File: config.mk
export PLATFORM = sky130hd
export DESIGN_NAME = fix_field_tokenizer
export DESIGN_NICKNAME = d
export VERILOG_FILES = /design/src/rtl/fix_pkg.sv /design/src/rtl/fix_checksum_acc.sv /design/src/rtl/fix_field_tokenizer.sv
export SDC_FILE = /design/constraint.sdc
export NUM_CORES = 2
export LEC_CHECK = 0
export CAP_MARGIN = 20
export CORE_MARGIN = 2
export CORE_UTILIZATION = 45
export CTS_CLUSTER_SIZE = 25
export DETAILED_ROUTE_END_ITERATION = 10
export DONT_BUFFER_PORTS = 1
export MAX_ROUTING_LAYER = met4
export PLACE_DENSITY = 0.7
export SYNTH_ARGS = -nofsm -noshare
export SYNTH_HDL_FRONTEND = slang
export SYNTH_HIERARCHICAL = 1
export SYNTH_SLANG_ARGS = --single-unit
File: constraint.sdc
create_clock -name clk -period 38.3 [get_ports clk]
set_input_delay 7.66 -clock clk [delete_from_list [all_inputs] [get_ports clk]]
set_output_delay 7.66 -clock clk [all_outputs]
set_load 0.05 [all_outputs]
File: src/rtl/fix_pkg.sv
// Shared constants, state encoding and field record for the FIX tokenizer.
// The top module fix_field_tokenizer has an optional checksum feature, selected by the FIX_CHECKSUM_EN macro.
package fix_pkg;

    localparam logic [7:0] CH_EQ = 8'h3D;
    localparam logic [7:0] CH_0  = 8'h30;
    localparam logic [7:0] CH_9  = 8'h39;

    localparam int unsigned TAG_BEGIN_STRING = 8;
    localparam int unsigned TAG_CHECKSUM     = 10;

    typedef enum logic [1:0] {TAG, VALUE, SKIP} tok_state_e;

    // Field record at the default tokenizer widths, for consumers such as message storage
    localparam int unsigned FIELD_TAG_W       = 32;
    localparam int unsigned FIELD_VALUE_BYTES = 32;
    localparam int unsigned FIELD_LEN_W       = $clog2(FIELD_VALUE_BYTES + 1);

    typedef struct packed {
        logic [FIELD_TAG_W-1:0]         tag;
        logic [8*FIELD_VALUE_BYTES-1:0] value;
        logic [FIELD_LEN_W-1:0]         len;
        logic                           trunc;
        logic                           err;
    } fix_field_t;

    function automatic logic is_digit(input logic [7:0] b);
        return (b >= CH_0) && (b <= CH_9);
    endfunction

endpackage

File: src/rtl/fix_checksum_acc.sv
// Mod-256 field/message byte sums and decimal compare against a checksum field value.
module fix_checksum_acc (
    input  logic        clk,
    input  logic        rst,
    input  logic        byte_valid,
    input  logic [7:0]  byte_data,
    input  logic        emit,
    input  logic        is_begin,
    input  logic        is_cs,
    input  logic [23:0] value_hi,
    input  logic [1:0]  value_len,
    output logic        ok_c
);
    import fix_pkg::*;

    logic [7:0] sum_field;
    logic [7:0] sum_msg;
    logic [7:0] sum_next;
    logic [9:0] dec;
    logic       digits_ok;
    logic [7:0] b0, b1, b2;

    assign sum_next = sum_field + byte_data;
    assign b0 = value_hi[23:16];
    assign b1 = value_hi[15:8];
    assign b2 = value_hi[7:0];

    // The emitting delimiter belongs to the field it closes
    always_ff @(posedge clk or posedge rst) begin
        if (rst) begin
            sum_field <= 8'd0;
            sum_msg   <= 8'd0;
        end else if (byte_valid) begin
            if (emit) begin
                sum_field <= 8'd0;
                if (is_begin)
                    sum_msg <= sum_next;
                else if (!is_cs)
                    sum_msg <= sum_msg + sum_next;
            end else begin
                sum_field <= sum_next;
            end
        end
    end

    always_comb begin
        dec       = 10'd0;
        digits_ok = 1'b0;
        case (value_len)
            2'd1: begin
                digits_ok = is_digit(b0);
                dec       = 10'(b0[3:0]);
            end
            2'd2: begin
                digits_ok = is_digit(b0) && is_digit(b1);
                dec       = 10'(b0[3:0]) * 10'd10 + 10'(b1[3:0]);
            end
            2'd3: begin
                digits_ok = is_digit(b0) && is_digit(b1) && is_digit(b2);
                dec       = 10'(b0[3:0]) * 10'd100 + 10'(b1[3:0]) * 10'd10 + 10'(b2[3:0]);
            end
            default: begin
                digits_ok = 1'b0;
                dec       = 10'd0;
            end
        endcase
    end

    assign ok_c = is_cs && digits_ok && (dec == 10'(sum_msg));

endmodule

File: src/rtl/fix_field_tokenizer.sv
// Streaming FIX tag=value tokenizer: bytes in, one decoded field per handshake out.
// Optional checksum verification is built when FIX_CHECKSUM_EN is defined.
module fix_field_tokenizer
    import fix_pkg::*;
#(
    parameter int unsigned VALUE_BYTES = 32,
    parameter int unsigned TAG_W       = 32,
    parameter logic [7:0]  DELIM       = 8'h7C,
    parameter int unsigned MSG_CNT_W   = 9
) (
    input  logic                             clk,
    input  logic                             rst,
    input  logic [7:0]                       data_i,
    input  logic                             data_valid_i,
    output logic                             data_ready_o,
    output logic                             field_valid_o,
    input  logic                             field_ready_i,
    output logic [TAG_W-1:0]                 tag_o,
    output logic [8*VALUE_BYTES-1:0]         value_o,
    output logic [$clog2(VALUE_BYTES+1)-1:0] value_len_o,
    output logic                             value_trunc_o,
    output logic                             field_err_o,
    output logic                             start_of_header_o,
    output logic                             end_of_msg_o,
    output logic                             checksum_ok_o,
    output logic [MSG_CNT_W-1:0]             msg_count_o
);
    localparam int unsigned VAL_W  = 8 * VALUE_BYTES;
    localparam int unsigned LEN_W  = $clog2(VALUE_BYTES + 1);
    localparam int unsigned PROD_W = TAG_W + 4;

    tok_state_e        state, state_n;
    logic [TAG_W-1:0]  tag_q, tag_n;
    logic [VAL_W-1:0]  val_q, val_n;
    logic [LEN_W-1:0]  len_q, len_n;
    logic              digits_q, digits_n;
    logic              err_q, err_n;
    logic              trunc_q, trunc_n;
    logic              accept, is_delim, emit, emit_err;
    logic              is_bs_c, is_cs_c;
    logic [PROD_W-1:0] prod;

    assign data_ready_o = !(field_valid_o && !field_ready_i);
    assign accept       = data_valid_i && data_ready_o;
    assign is_delim     = (data_i == DELIM);
    assign prod         = PROD_W'(tag_q) * PROD_W'(10) + PROD_W'(data_i[3:0]);
    assign emit_err     = err_q || (state != VALUE);
    assign is_bs_c      = !emit_err && (tag_q == TAG_W'(TAG_BEGIN_STRING));
    assign is_cs_c      = !emit_err && (tag_q == TAG_W'(TAG_CHECKSUM));

    always_ff @(posedge clk or posedge rst) begin
        if (rst) state <= TAG;
        else     state <= state_n;
    end

    // Next state and field accumulators; emit restarts a fresh field
    always_comb begin
        state_n  = state;
        tag_n    = tag_q;
        val_n    = val_q;
        len_n    = len_q;
        digits_n = digits_q;
        err_n    = err_q;
        trunc_n  = trunc_q;
        emit     = 1'b0;
        if (accept) begin
            case (state)
                TAG: begin
                    if (is_delim) begin
                        emit = digits_q;
                    end else if (is_digit(data_i)) begin
                        tag_n    = prod[TAG_W-1:0];
                        digits_n = 1'b1;
                        if (prod[PROD_W-1:TAG_W] != 4'd0) err_n = 1'b1;
                    end else if (data_i == CH_EQ) begin
                        state_n = VALUE;
                        if (!digits_q) err_n = 1'b1;
                    end else begin
                        err_n   = 1'b1;
                        state_n = SKIP;
                    end
                end
                VALUE: begin
                    if (is_delim) begin
                        emit = 1'b1;
                    end else if (len_q < LEN_W'(VALUE_BYTES)) begin
                        val_n[VAL_W-1-8*32'(len_q) -: 8] = data_i;
                        len_n = len_q + LEN_W'(1);
                    end else begin
                        trunc_n = 1'b1;
                    end
                end
                SKIP: begin
                    if (is_delim) emit = 1'b1;
                end
                default: state_n = TAG;
            endcase
        end
        if (emit) begin
            state_n  = TAG;
            tag_n    = '0;
            val_n    = '0;
            len_n    = '0;
            digits_n = 1'b0;
            err_n    = 1'b0;
            trunc_n  = 1'b0;
        end
    end

    always_ff @(posedge clk or posedge rst) begin
        if (rst) begin
            tag_q    <= '0;
            val_q    <= '0;
            len_q    <= '0;
            digits_q <= 1'b0;
            err_q    <= 1'b0;
            trunc_q  <= 1'b0;
        end else begin
            tag_q    <= tag_n;
            val_q    <= val_n;
            len_q    <= len_n;
            digits_q <= digits_n;
            err_q    <= err_n;
            trunc_q  <= trunc_n;
        end
    end

    // Output register: a new field may load in the same cycle the old one is taken
    always_ff @(posedge clk or posedge rst) begin
        if (rst) begin
            field_valid_o     <= 1'b0;
            tag_o             <= '0;
            value_o           <= '0;
            value_len_o       <= '0;
            value_trunc_o     <= 1'b0;
            field_err_o       <= 1'b0;
            start_of_header_o <= 1'b0;
            end_of_msg_o      <= 1'b0;
            msg_count_o       <= '0;
        end else begin
            if (field_valid_o && field_ready_i && end_of_msg_o)
                msg_count_o <= msg_count_o + MSG_CNT_W'(1);
            if (emit) begin
                field_valid_o     <= 1'b1;
                tag_o             <= tag_q;
                value_o           <= val_q;
                value_len_o       <= len_q;
                value_trunc_o     <= trunc_q;
                field_err_o       <= emit_err;
                start_of_header_o <= is_bs_c;
                end_of_msg_o      <= is_cs_c;
            end else if (field_ready_i) begin
                field_valid_o <= 1'b0;
            end
        end
    end

`ifdef FIX_CHECKSUM_EN
    logic       cs_ok_c;
    logic [1:0] cs_len;

    // Only 1..3 stored, untruncated digits can encode a checksum
    assign cs_len = (!trunc_q && len_q != '0 && len_q <= LEN_W'(3)) ? 2'(len_q) : 2'd0;

    fix_checksum_acc u_checksum_acc (
        .clk        (clk),
        .rst        (rst),
        .byte_valid (accept),
        .byte_data  (data_i),
        .emit       (emit),
        .is_begin   (is_bs_c),
        .is_cs      (is_cs_c),
        .value_hi   (val_q[VAL_W-1 -: 24]),
        .value_len  (cs_len),
        .ok_c       (cs_ok_c)
    );

    always_ff @(posedge clk or posedge rst) begin
        if (rst)       checksum_ok_o <= 1'b0;
        else if (emit) checksum_ok_o <= cs_ok_c;
    end
`else
    assign checksum_ok_o = 1'b1;
`endif

endmodule
==> results.yml <==
worst_setup_path:
  r2r_slack_ns: 33.74
  crit_arrival_ns: 8.13
  cp_max_fo: 4
  crit_path_cell_trace: "nand2b_1"
  worstPathRequired_ns: 30.64
  start_kind: "input port"
  reg2regPathDepth: 11
  crit_family: "simple AND/OR/NAND/NOR gates"
  r2r-start: "tag_q[0]$_DFFE_PP0P_"
  cp.depth: 1
  r2r-end: "tag_q[31]$_DFFE_PP0P_"
  slowest_stage: "nand2b_1"
  cp.buffers_inverters: 0
  max_stage_delay_ns: 0.47
  critPathCaptureType: "output port"
  crit_type: "input port to output port"
run_status:
  status: "completed"
die:
  row_count: 90
  die-area_um2: 62380
  coreArea_um2: 60020
  die_x_um: 249.8
  fp.dieH_um: 249.8
  start_util_pct: 45.28
  pin_count: 322
clock_network:
  path_clk_slew_ns: 0.06
  clockBufferDepth: 3
  h-tree-depth: 3
  cts.root.buffer_cell: "clkbuf_16"
  clk_latency_ns: 0.61
  cts_buffers: 66
  post_cts_buffers: 0
  cts_sinks: 607
  post_cts_resized: 0
  cts_tree: "built"
  hold_buffers: 0
min_path:
  min_to: "value_o[66]$_DFFE_PP0P_"
  hold_class: "register to register"
  min_from: "val_q[66]$_DFFE_PP0P_"
  hold_path_depth: 2
placement:
  dpl.hpwl_um: 44520
  io_buffers: 0
  pre_cts_ws_ns: 22.50
  post-place-cells: 3527
  place_congestion: 0.8544
layout:
  nNetsFinal: 2897
  instances_no_fill: 3647
  antenna_cells: 0
  final_layout_size_suffix_gt1_share_pct: 5.515
  syn_to_final_growth_pct: 9.152
power:
  powerDensity_nw_per_um2: 47.58
  p_int_mw: 1.061
  power_frac_comb_pct: 7.1
  p_leak_nw: 15.05
  p_sw_mw: 0.3504
  sw_frac_of_total_pct: 24.83
  vdd_ir_drop_max_mv: 0.03347
  power_frac_seq_pct: 47.4
  p_clk_share_pct: 45.5
timing:
  setup_ws_ns: 22.51
  rsz0062_at_grt: "no"
  fin_setup_tns_ns: 0
  setup_viol: 0
  max_slew_margin_pct: 18.56
  finClkSkew_ns: 0.01487
  tightest_slew_ns: 1.222
  finalCritPeriodShare_pct: 41.24
  final_hold_viol_count: 0
  slew_viol_final: 0
  layout_min_cycle_time_ns: 15.79
  clock.fmax_mhz: 63.31
synth:
  synthesis.area_um2: 27180
  synth_edf_count: 0
  seq_area_frac_synth_pct: 55.89
  syn_inst: 2926
  async_flop_share_pct: 100.0
  synth.distinct_cells: 74
  ys.flop_type: "dfrtp_1"
  ys_ff_latch: 607
  yosys_warnings: 6
  synth_nets: 3008
  syn_area_per_cell_um2: 9.289
global_route:
  grt_pass1_wl_um: 111200
  grt_max_degree: 247
  grt_pass1_vias: 19291
  track_usage_pct: 23.09
  grt-ovfl-total: 0
  grt_antenna_before_repair: 0
route:
  routedWlPerCell_um: 19.16
  ant_nets: 0
  viasPerCell: 5.436
  dr.pass1.iters: 5
  drc: 0
  wl_um: 69870
  drt_iter0_markers: 1544
  via_count: 19826
run:
  cap_violations: 0
## power by group through the flow
stage | sequential, mW | combinational [mW] | clock, mW
detailed placement | 0.680 | 0.100 | 0
floorplan | 0.673 | 0.0835 | 0
CTS | 0.668 | 0.101 | 0.656
finish | 0.669 | 0.101 | 0.642
global route | 0.669 | 0.113 | 0.682
global placement | 0.679 | 0.0957 | 0
## cells in the mapped netlist (all sizes together) (12+ instances only)
library cell,count,area (um2)
nand2,1126,4229
dfrtp,607,15190
nor2,238,953.4
mux2i,163,1632
o21ai,147,735.7
clkbuf,134,503.0
ha,68,850.8
buf,59,376.6
nand3,53,277.8
a21oi,41,224.0
xnor2,26,227.7
xor2,23,201.4
nand4,19,118.9
nor4,18,142.6
inv,16,60.06
nor3,16,80.08
a21o,14,105.1
and3,12,75.07
## flip-flops by register name, summed over array words and instances (netlist names), 2 cells and up
signal	count
len_q	6
msg_count_o	9
state	2
tag_o	32
tag_q	32
val_q	256
value_len_o	6
value_o	256
## how the worst max path moves through the flow
stage	startpoint	to	slack [ns]
floorplan	rst	digits_q$_DFFE_PP0P_	13.65
global placement	field_ready_i	data_ready_o	22.51
detailed placement	field_ready_i	data_ready_o	22.50
CTS	field_ready_i	data_ready_o	22.50
global route	field_ready_i	data_ready_o	22.48
finish	field_ready_i	data_ready_o	22.51
## cells in the final DEF (no fill, tap or decap), types with 8 or more instances in the layout
cell type	n
o211ai_1	8
clkbuf_16	66
a21oi_1	38
and3_1	12
nor3_1	16
nand4_1	19
mux2i_1	163
nor4_1	15
ha_1	68
a31oi_1	8
nand3_1	51
o21ai_0	140
clkbuf_8	9
nand2_1	1125
xnor2_1	26
a21o_1	14
clkbuf_1	21
inv_1	15
buf_4	9
nor2_2	12
dfrtp_1	607
xor2_1	23
nor2_1	222
## area by class of cell
class	count	area (um2)
Clock buffer	96	1854
Clock inverter	22	332.8
Fill cell	5413	30350
Inverter	16	67.56
Multi-Input combinational cell	2110	11060
Sequential cell	607	15190
Tap cell	782	978.4
Timing Repair Buffer	14	182.7
## cells by family after synthesis
| family | count (synthesis) | synth area share (%) |
|---|---|---|
| buffers and inverters | 209 | 3.457 |
| DFF | 607 | 55.89 |
| muxes | 165 | 6.086 |
| AOI/OAI and AO/OA | 272 | 6.040 |
| and+or+nand+nor | 1553 | 23.66 |
| adders and majority gates | 70 | 3.278 |
| xor gates and xnor gates | 49 | 1.579 |
| other | 1 | 0.01380 |
## routing by layer
layer	share of wire, %	vias to the layer above	track usage (%)
met5	0	-	-
met4	2.4	0	7.040
met3	8.0	121	6.748
met2	46	589	34.87
met1	44	9820	30.15
li1	-	9296	-
## per-stage QoR
stage / instance area, um2 / hold WS, ns / power [mW] / util (%)
2_1_floorplan: 27180 / 0.4380 / 0.7562 / -
3_3_place_gp: 27420 / 0.4473 / 0.7747 / 45.69
3_5_place_dp: 27420 / 0.4490 / 0.7797 / 45.69
4_1_cts: 29610 / 0.4673 / 1.425 / 49.34
5_1_grt: 29670 / 0.4849 / 1.464 / 49.43
6_report: 29670 / 0.4626 / 1.411 / 49.43
(Power assumes the default switching activity.)
